### src/rtl/braid_mix_sequencer.sv
// Issues the actuation stream for a LANES x STAGES mixer braid: LOAD all lanes, MIX each stage from STAGES-1 down to 0
// with a fixed dwell after each stage, then DRAIN. Commands use valid/ready, and the payload holds until it is accepted.
module braid_mix_sequencer #(
  parameter int LANES      = 4,
  parameter int STAGES     = 32,
  parameter int MIX_CYCLES = 16,
  parameter int STW        = 6
) (
  input  logic                     clk_i,
  input  logic                     rst_i,
  input  logic                     start_i,
  input  logic                     abort_i,
  output logic                     cmd_valid_o,
  input  logic                     cmd_ready_i,
  output logic [1:0]               cmd_op_o,
  output logic [STW-1:0]           cmd_stage_o,
  output logic [$clog2(LANES)-1:0] cmd_lane_o,
  output logic [$clog2(LANES)-1:0] cmd_partner_o,
  output logic                     busy_o,
  output logic                     done_o,
  output logic                     aborted_o,
  output logic [STW-1:0]           cur_stage_o
);

  localparam int LW = $clog2(LANES);
  localparam int WW = (MIX_CYCLES > 1) ? $clog2(MIX_CYCLES) : 1;
  localparam logic [LW-1:0]  LAST_LANE  = LW'(LANES - 1);
  localparam logic [STW-1:0] LOAD_STAGE = STW'(STAGES);
  localparam logic [STW-1:0] TOP_STAGE  = STW'(STAGES - 1);
  localparam logic [WW-1:0]  DWELL_INIT = WW'(MIX_CYCLES - 1);

  typedef enum logic [2:0] {S_IDLE, S_LOAD, S_MIX, S_WAIT, S_DRAIN} state_t;

  state_t         state_q, state_d;
  logic           vld_q, vld_d;
  logic [LW-1:0]  lane_q, lane_d;
  logic [STW-1:0] stage_q, stage_d;
  logic [WW-1:0]  dwell_q, dwell_d;
  logic           done_q, done_d;
  logic           aborted_q, aborted_d;
  logic           xfer;

  assign xfer = vld_q && cmd_ready_i;

  always_ff @(posedge clk_i) begin
    if (rst_i) begin
      state_q   <= S_IDLE;
      vld_q     <= 1'b0;
      lane_q    <= '0;
      stage_q   <= '0;
      dwell_q   <= '0;
      done_q    <= 1'b0;
      aborted_q <= 1'b0;
    end else begin
      state_q   <= state_d;
      vld_q     <= vld_d;
      lane_q    <= lane_d;
      stage_q   <= stage_d;
      dwell_q   <= dwell_d;
      done_q    <= done_d;
      aborted_q <= aborted_d;
    end
  end

  always_comb begin
    state_d   = state_q;
    vld_d     = vld_q;
    lane_d    = lane_q;
    stage_d   = stage_q;
    dwell_d   = dwell_q;
    done_d    = 1'b0;
    aborted_d = 1'b0;
    if (state_q != S_IDLE && abort_i) begin
      state_d   = S_IDLE;
      vld_d     = 1'b0;
      lane_d    = '0;
      stage_d   = '0;
      dwell_d   = '0;
      aborted_d = 1'b1;
    end else begin
      case (state_q)
        S_IDLE: begin
          if (start_i && !abort_i) state_d = S_LOAD;
        end
        S_WAIT: begin
          // Zero is tested before decrementing, so stage 0 leads to DRAIN without wrapping.
          if (dwell_q == '0) begin
            if (stage_q == '0) begin
              state_d = S_DRAIN;
            end else begin
              stage_d = stage_q - STW'(1);
              state_d = S_MIX;
            end
          end else begin
            dwell_d = dwell_q - WW'(1);
          end
        end
        S_LOAD, S_MIX, S_DRAIN: begin
          // valid is low only on the entry cycle of a command state.
          if (!vld_q) begin
            vld_d = 1'b1;
          end else if (xfer) begin
            lane_d = lane_q + LW'(1);
            if (lane_q == LAST_LANE) begin
              vld_d = 1'b0;
              case (state_q)
                S_LOAD: begin
                  state_d = S_MIX;
                  stage_d = TOP_STAGE;
                end
                S_MIX: begin
                  state_d = S_WAIT;
                  dwell_d = DWELL_INIT;
                end
                default: begin
                  state_d = S_IDLE;
                  done_d  = 1'b1;
                end
              endcase
            end
          end
        end
        default: state_d = S_IDLE;
      endcase
    end
  end

  always_comb begin
    cmd_op_o      = 2'd0;
    cmd_stage_o   = '0;
    cmd_lane_o    = '0;
    cmd_partner_o = '0;
    cur_stage_o   = '0;
    case (state_q)
      S_LOAD:        cur_stage_o = LOAD_STAGE;
      S_MIX, S_WAIT: cur_stage_o = stage_q;
      default:       cur_stage_o = '0;
    endcase
    if (vld_q) begin
      cmd_lane_o    = lane_q;
      cmd_partner_o = lane_q;
      case (state_q)
        S_LOAD: cmd_stage_o = LOAD_STAGE;
        S_MIX: begin
          cmd_op_o      = 2'd1;
          cmd_stage_o   = stage_q;
          cmd_partner_o = lane_q + LW'(1);
        end
        default: cmd_op_o = 2'd2;
      endcase
    end
  end

  assign cmd_valid_o = vld_q;
  assign busy_o      = (state_q != S_IDLE);
  assign done_o      = done_q;
  assign aborted_o   = aborted_q;

endmodule

### config.mk
export PLATFORM = sky130hd
export DESIGN_NAME = braid_mix_sequencer
export DESIGN_NICKNAME = d
export VERILOG_FILES = /design/src/rtl/braid_mix_sequencer.sv
export SDC_FILE = /design/constraint.sdc
export NUM_CORES = 1
export LEC_CHECK = 0
export BUFFER_PORTS_ARGS = -buffer_cell sky130_fd_sc_hd__clkbuf_2
export CORE_MARGIN = 8
export CORE_UTILIZATION = 50
export DETAILED_ROUTE_END_ITERATION = 7
export PLACE_DENSITY = 0.8
export RECOVER_POWER = 25
export SLEW_MARGIN = 20
export SYNTH_ARGS = -nofsm -noshare
export SYNTH_HDL_FRONTEND = slang
export SYNTH_SLANG_ARGS = --single-unit
export TNS_END_PERCENT = 100
### constraint.sdc
create_clock -name clk_i -period 2.05 [get_ports clk_i]
set_clock_uncertainty 0.05 [all_clocks]
set_input_delay 0.615 -clock clk_i [delete_from_list [all_inputs] [get_ports clk_i]]
set_output_delay 0.615 -clock clk_i [all_outputs]
set_load 0.01 [all_outputs]
==> results.toml, run 1 <==
[cts]
cts.clk_slew.worst_paths_ps = 100
ctsHoldBuffers = 0
clock-root-buffer = "clkbuf_4"
htree_num_levels = 1
clk_latency_ps = 280
clockBufferDepth = 2
cts_inserted_buffers = 3
tritoncts = "yes"
cts.sinks = 18

[floorplanning]
rows = 18
floorplan.initialDensity_pct = 51.4
coreArea_sq_mm = 0.00241
die-area_sq_mm = 0.00433
fp.dieH_um = 65.8
ios = 27
fp.dieW_um = 65.8

[timing]
fmax_ghz = 0.471
period_share_pct = 104
fin_setup_tns_ps = -125
fin_crit_ps = 2120
worstMarginPinSlew_ps = 755
slew_headroom_pct = 49.1
rsz0062_at_grt = "true"
setup_slack_ps = -73.2
slew_violations = 0
setup_viol = 3
hold_viol_final = 0

[placement]
gp_congestion = 0.879
hpwl_mm = 2.42
port_buffers = 26
placed_area_sq_mm = 0.00140
place_ws_ps = 139
placed_cells = 198

[synth]
synthSimpleGateAreaFrac_pct = 29.1
synth_top_area_cell = "dfxtp_1"
synthFlopType = "dfxtp_1"
ys_seq_elements = 18
yosys_warnings = 0
synth_top_family_by_area = "simple AND/OR/NAND/NOR gates"
ys_top_cells_by_area = "dfxtp_1, and2_1, ha_1"
synth_compound_area_share_pct = 24.0
synth_cell_type_count = 51
syn-num-nets = 151
synth_mux_area_share_pct = 2.42
yosysSeqAreaShare_pct = 29.1
synth_xor_area_share_pct = 2.83
synth_edf_count = 0
synth_top_area_share_pct = 29.1
synth_area_sq_mm = 0.00124
synth_cells = 142
postSynthAreaPerCell_sq_um = 8.72
synthArstFlopShare_pct = 0
synthAdderAreaFrac_pct = 4.04

[run_status]
outcome = "complete, but fails checks"
violations = "setup timing"

[critical_path]
cp-start-kind = "flop"
end_kind = "output port"
r2r_start = "state_q[2]$_SDFFE_PP0P_"
reg2regPathDepth = 5
arrival_ps = 1460
critPathKind = "flop to output port"
path_max_fanout = 8
reg2reg_to = "state_q[0]$_SDFFE_PP0P_"
required_ps = 1380
r2r_setup_slack_ps = 70

[global_route]
overflow = 0
grt_max_degree = 17
grt_usage_pct = 14.6
grt_pass1_vias = 1181
antenna_found_initial = 0
use_met3_pct = 2.71
grt_pass1_wl_mm = 5.22
grt.met2_usage_pct = 26.2
top_usage_layer = "met2"
gr-usage-met1_pct = 16.6

[hold_path]
whs_path_depth = 2
min_to = "aborted_o$_SDFF_PP0_"
hold_class = "input port to flop"
min-delay-start = "rst_i"

[route]
via_per_inst = 5.69
ant_nets = 0
post-route-drc-count = 0
vias = 1161
firstDrtPassIters = 4
routed_wl_mm = 3.21
drt_iter0_drc = 69
avgRoutedWirePerCell_um = 15.7

[finish]
synthToLayoutAreaGrowth_pct = 18.6
drive_above_1_share_pct = 31.6
final_cells = 204
num-fill-cells = 222
stdcell_area_sq_mm = 0.00147
fin_nets = 185
antenna_cells = 0

[power]
leakagePower_nw = 0.686
p_per_area_mw_per_mm2 = 406
ir_worst_vdd_mv = 0.316

[run]
cap_viol_max_count = 0
cells in the mapped netlist (2+ instances only):
library cell,number
buf_6,2
buf_2,3
nand2b_1,2
clkbuf_1,3
or3_1,4
o2111ai_1,2
nor2b_1,2
and3_2,2
a21oi_1,7
a2111oi_0,2
o21ai_0,5
mux2i_1,3
inv_1,6
o21a_1,4
o211a_1,2
a211oi_1,3
dfxtp_1,18
nand3_1,5
a221oi_1,2
and2_1,9
nand2_1,7
o31ai_1,2
and3_1,4
nor3_1,2
nor2_1,10
ha_1,4
xor2_1,3
stage by stage:
stage	hold slack, ps	power (mW)	utilization, %
2_1_floorplan	417	0.414	-
3_3_place_gp	429	0.430	58.0
3_5_place_dp	440	0.433	58.0
4_1_cts	441	0.600	60.7
5_1_grt	437	0.621	61.0
6_report	447	0.597	61.0
how the worst max path moves through the flow:
stage	start	endpoint	slack, ps	depth (start not counted)
2_1_floorplan	state_q[1]$_SDFFE_PP0P_	cmd_partner_o[0]	90	6
3_3_place_gp	cmd_ready_i	stage_q[3]$_SDFFE_PP0P_	170	5
3_5_place_dp	cmd_ready_i	stage_q[3]$_SDFFE_PP0P_	140	5
4_1_cts	state_q[2]$_SDFFE_PP0P_	cmd_partner_o[1]	-50	5
5_1_grt	state_q[2]$_SDFFE_PP0P_	cmd_partner_o[1]	-160	5
6_report	state_q[2]$_SDFFE_PP0P_	cmd_partner_o[1]	-70	5
cell usage in the layout, fill, tap and decap left out, drive strengths merged, types with 3 or more instances in the layout:
cell type	n
nand2b	3
inv	6
nor2	10
or3	5
a211oi	3
o21a	4
nand2	7
and3	6
and2	9
nand3	6
clkbuf	24
ha	4
buf	18
a21oi	7
xor2	3
mux2i	3
o21ai	5
dfxtp	18
report_power, final:
part / internal, mW / switching (mW)
registers: 0.354 / 0.00407
logic: 0.0264 / 0.0425
clock network: 0.0681 / 0.102
total: 0.448 / 0.149
critical path: stages (launching register included):
cell and delay (ps):
dfxtp_2 330, and2b_1 200, nor2b_4 240, mux2i_1 220, nor2b_1 60, clkbuf_2 120
flip-flops by register name, summed over array words and instances (netlist names):
register,cells
stage_q,6
dwell_q,4
state_q,3
lane_q,2
aborted_o,1
cmd_valid_o,1
done_o,1
routing by layer:
metal | part of all wire [%] | up-vias
li1 | - | 588
met1 | 44 | 544
met2 | 50 | 25
met3 | 5.0 | 4
met4 | 0.97 | 0
met5 | 0 | -
cells by family after synthesis:
logic type	count (synthesis)
simple gates	57
compound gates	40
flops	18
buf+inv	16
xor+xnor	4
fa+ha+maj	4
mux	3
cell type report:
cell class	count	area, sq um	share of cell area, %
Sequential cell	18	365	24.9
Timing Repair Buffer	39	239	16.3
Inverter	6	22.5	1.53
Tap cell	30	37.5	2.56
Multi-Input combinational cell	108	782	53.2
Clock buffer	3	22.5	1.53
timing repair:
action / CTS / global route
setup endpoints to repair: 9 / 16
pin swaps: 1 / 1
gates resized for setup: 4 / 12
buffers inserted: 5 / 1
(Power assumes the default switching activity.)
==> inputs of run 2 (changes only) <==
==> constraint.sdc (replaced) <==
create_clock -name clk_i -period 2.05 [get_ports clk_i]
set_clock_uncertainty 0.05 [all_clocks]
set_input_delay 0.41 -clock clk_i [delete_from_list [all_inputs] [get_ports clk_i]]
set_output_delay 0.41 -clock clk_i [all_outputs]
set_load 0.01 [all_outputs]
==> results.toml, run 2 (synthesized netlist as in run 1, its figures left out) <==
[run_status]
outcome = "completed"

[global_route]
grt_pass1_vias = 1150
antenna_found_initial = 0
grt_max_degree = 17
grt_usage_pct = 14.5
grt_pass1_wl_mm = 5.12
overflow = 0

[route]
post-route-drc-count = 0
via_per_inst = 5.92
vias = 1161
ant_nets = 0
avgRoutedWirePerCell_um = 14.9
routed_wl_mm = 2.91
firstDrtPassIters = 4
drt_iter0_drc = 88

[timing]
fin_setup_tns_ps = 0
holdWs_ps = 218
slew_headroom_pct = 58.2
hold_viol_final = 0
worstMarginPinSlew_ps = 621
fmax_ghz = 0.515
fin_crit_ps = 1940
setup_viol = 0
period_share_pct = 94.8
setup_slack_ps = 107
rsz0062_at_grt = "true"
slew_violations = 0

[floorplanning]
ios = 27
floorplan.initialDensity_pct = 51.4
fp.dieW_um = 65.8
fp.dieH_um = 65.8
rows = 18
coreArea_sq_mm = 0.00241
die-area_sq_mm = 0.00433

[hold_path]
hold_class = "input port to flop"
min-delay-start = "rst_i"

[placement]
place_ws_ps = 140
hpwl_mm = 2.16
gp_congestion = 0.914
placed_cells = 193
port_buffers = 26

[cts]
clk_latency_ps = 300
cts.clk_slew.worst_paths_ps = 100
clock-root-buffer = "clkbuf_4"
htree_num_levels = 1
clockBufferDepth = 2
cts_inserted_buffers = 3
post_cts_buffers = 0
tritoncts = "yes"
cts.sinks = 18

[power]
ir_worst_vdd_mv = 0.375
p_per_area_mw_per_mm2 = 433
leakagePower_nw = 0.628

[critical_path]
arrival_ps = 2090
required_ps = 2200
path_max_fanout = 4
r2r_start = "dwell_q[0]$_SDFFE_PP0P_"
cp-start-kind = "flop"
end_kind = "flop"
critPathKind = "flop to flop"
cp-startpoint = "dwell_q[0]$_SDFFE_PP0P_"

[finish]
synthToLayoutAreaGrowth_pct = 12.0
drive_above_1_share_pct = 25.3
antenna_cells = 0
top_register = "stage_q"
largest_reg_flops = 6
layout_commonest_cell = "clkbuf_2"
fin_nets = 177
final_cells = 196
top_regs = "stage_q x6, dwell_q x4, state_q x3"
final_cell_mix = "clkbuf_2, dfxtp_1, nor2_1"
final_core_util_pct = 57.6

[run]
cap_viol_max_count = 0
[run 2: layout make-up]
type,count,area [sq um]
Fill cell,220,1020
Clock buffer,3,22.5
Multi-Input combinational cell,108,781
Tap cell,30,37.5
Inverter,6,22.5
Sequential cell,18,362
Timing Repair Buffer,31,163
[run 2: metal layers]
layer / vias up / routed length, um / global-route usage, %
li1: 576 / - / -
met1: 542 / 1290 / 18.0
met2: 38 / 1390 / 22.4
met3: 5 / 207 / 4.41
met4: 0 / 34 / 6.54
met5: - / 0 / 0
[run 2: worst paths after layout]
kind / endpoint / slack, ps / cells past startpoint
hold / removal: aborted_o$_SDFF_PP0_ / 220 / 2
setup reg to reg: dwell_q[2]$_SDFFE_PP0P_ / 110 / 6
setup / recovery: dwell_q[2]$_SDFFE_PP0P_ / 110 / 6
hold reg to reg: dwell_q[3]$_SDFFE_PP0P_ / 460 / 2
[run 2: power by group]
part	switching (mW)	internal (mW)	leakage [nW]	total (mW)
clock	0.109	0.0685	0.0138	0.177
sequential	0.00589	0.354	0.146	0.360
combinational	0.0386	0.0247	0.469	0.0633
total	0.153	0.447	0.628	0.600
[run 2: critical path, stage by stage (launching register included)]
cell and delay, ps:
dfxtp_1 330, inv_1 90, ha_1 260, nor3b_1 450, mux2i_1 240, o211a_1 180, o221a_2 230
[run 2: timing repair]
item / CTS / global route
hold buffers: 0 / 0
gates resized for setup: 1 / 2
pin swaps: 0 / 1
setup endpoints to repair: 7 / 4
[run 2: stage by stage]
| stage | instance area, sq um | total power [mW] |
|---|---|---|
| after floorplan | 1240 | 0.414 |
| after global placement | 1360 | 0.427 |
| after detailed placement | 1360 | 0.429 |
| after CTS | 1390 | 0.612 |
| after global routing | 1390 | 0.632 |
| final | 1390 | 0.600 |
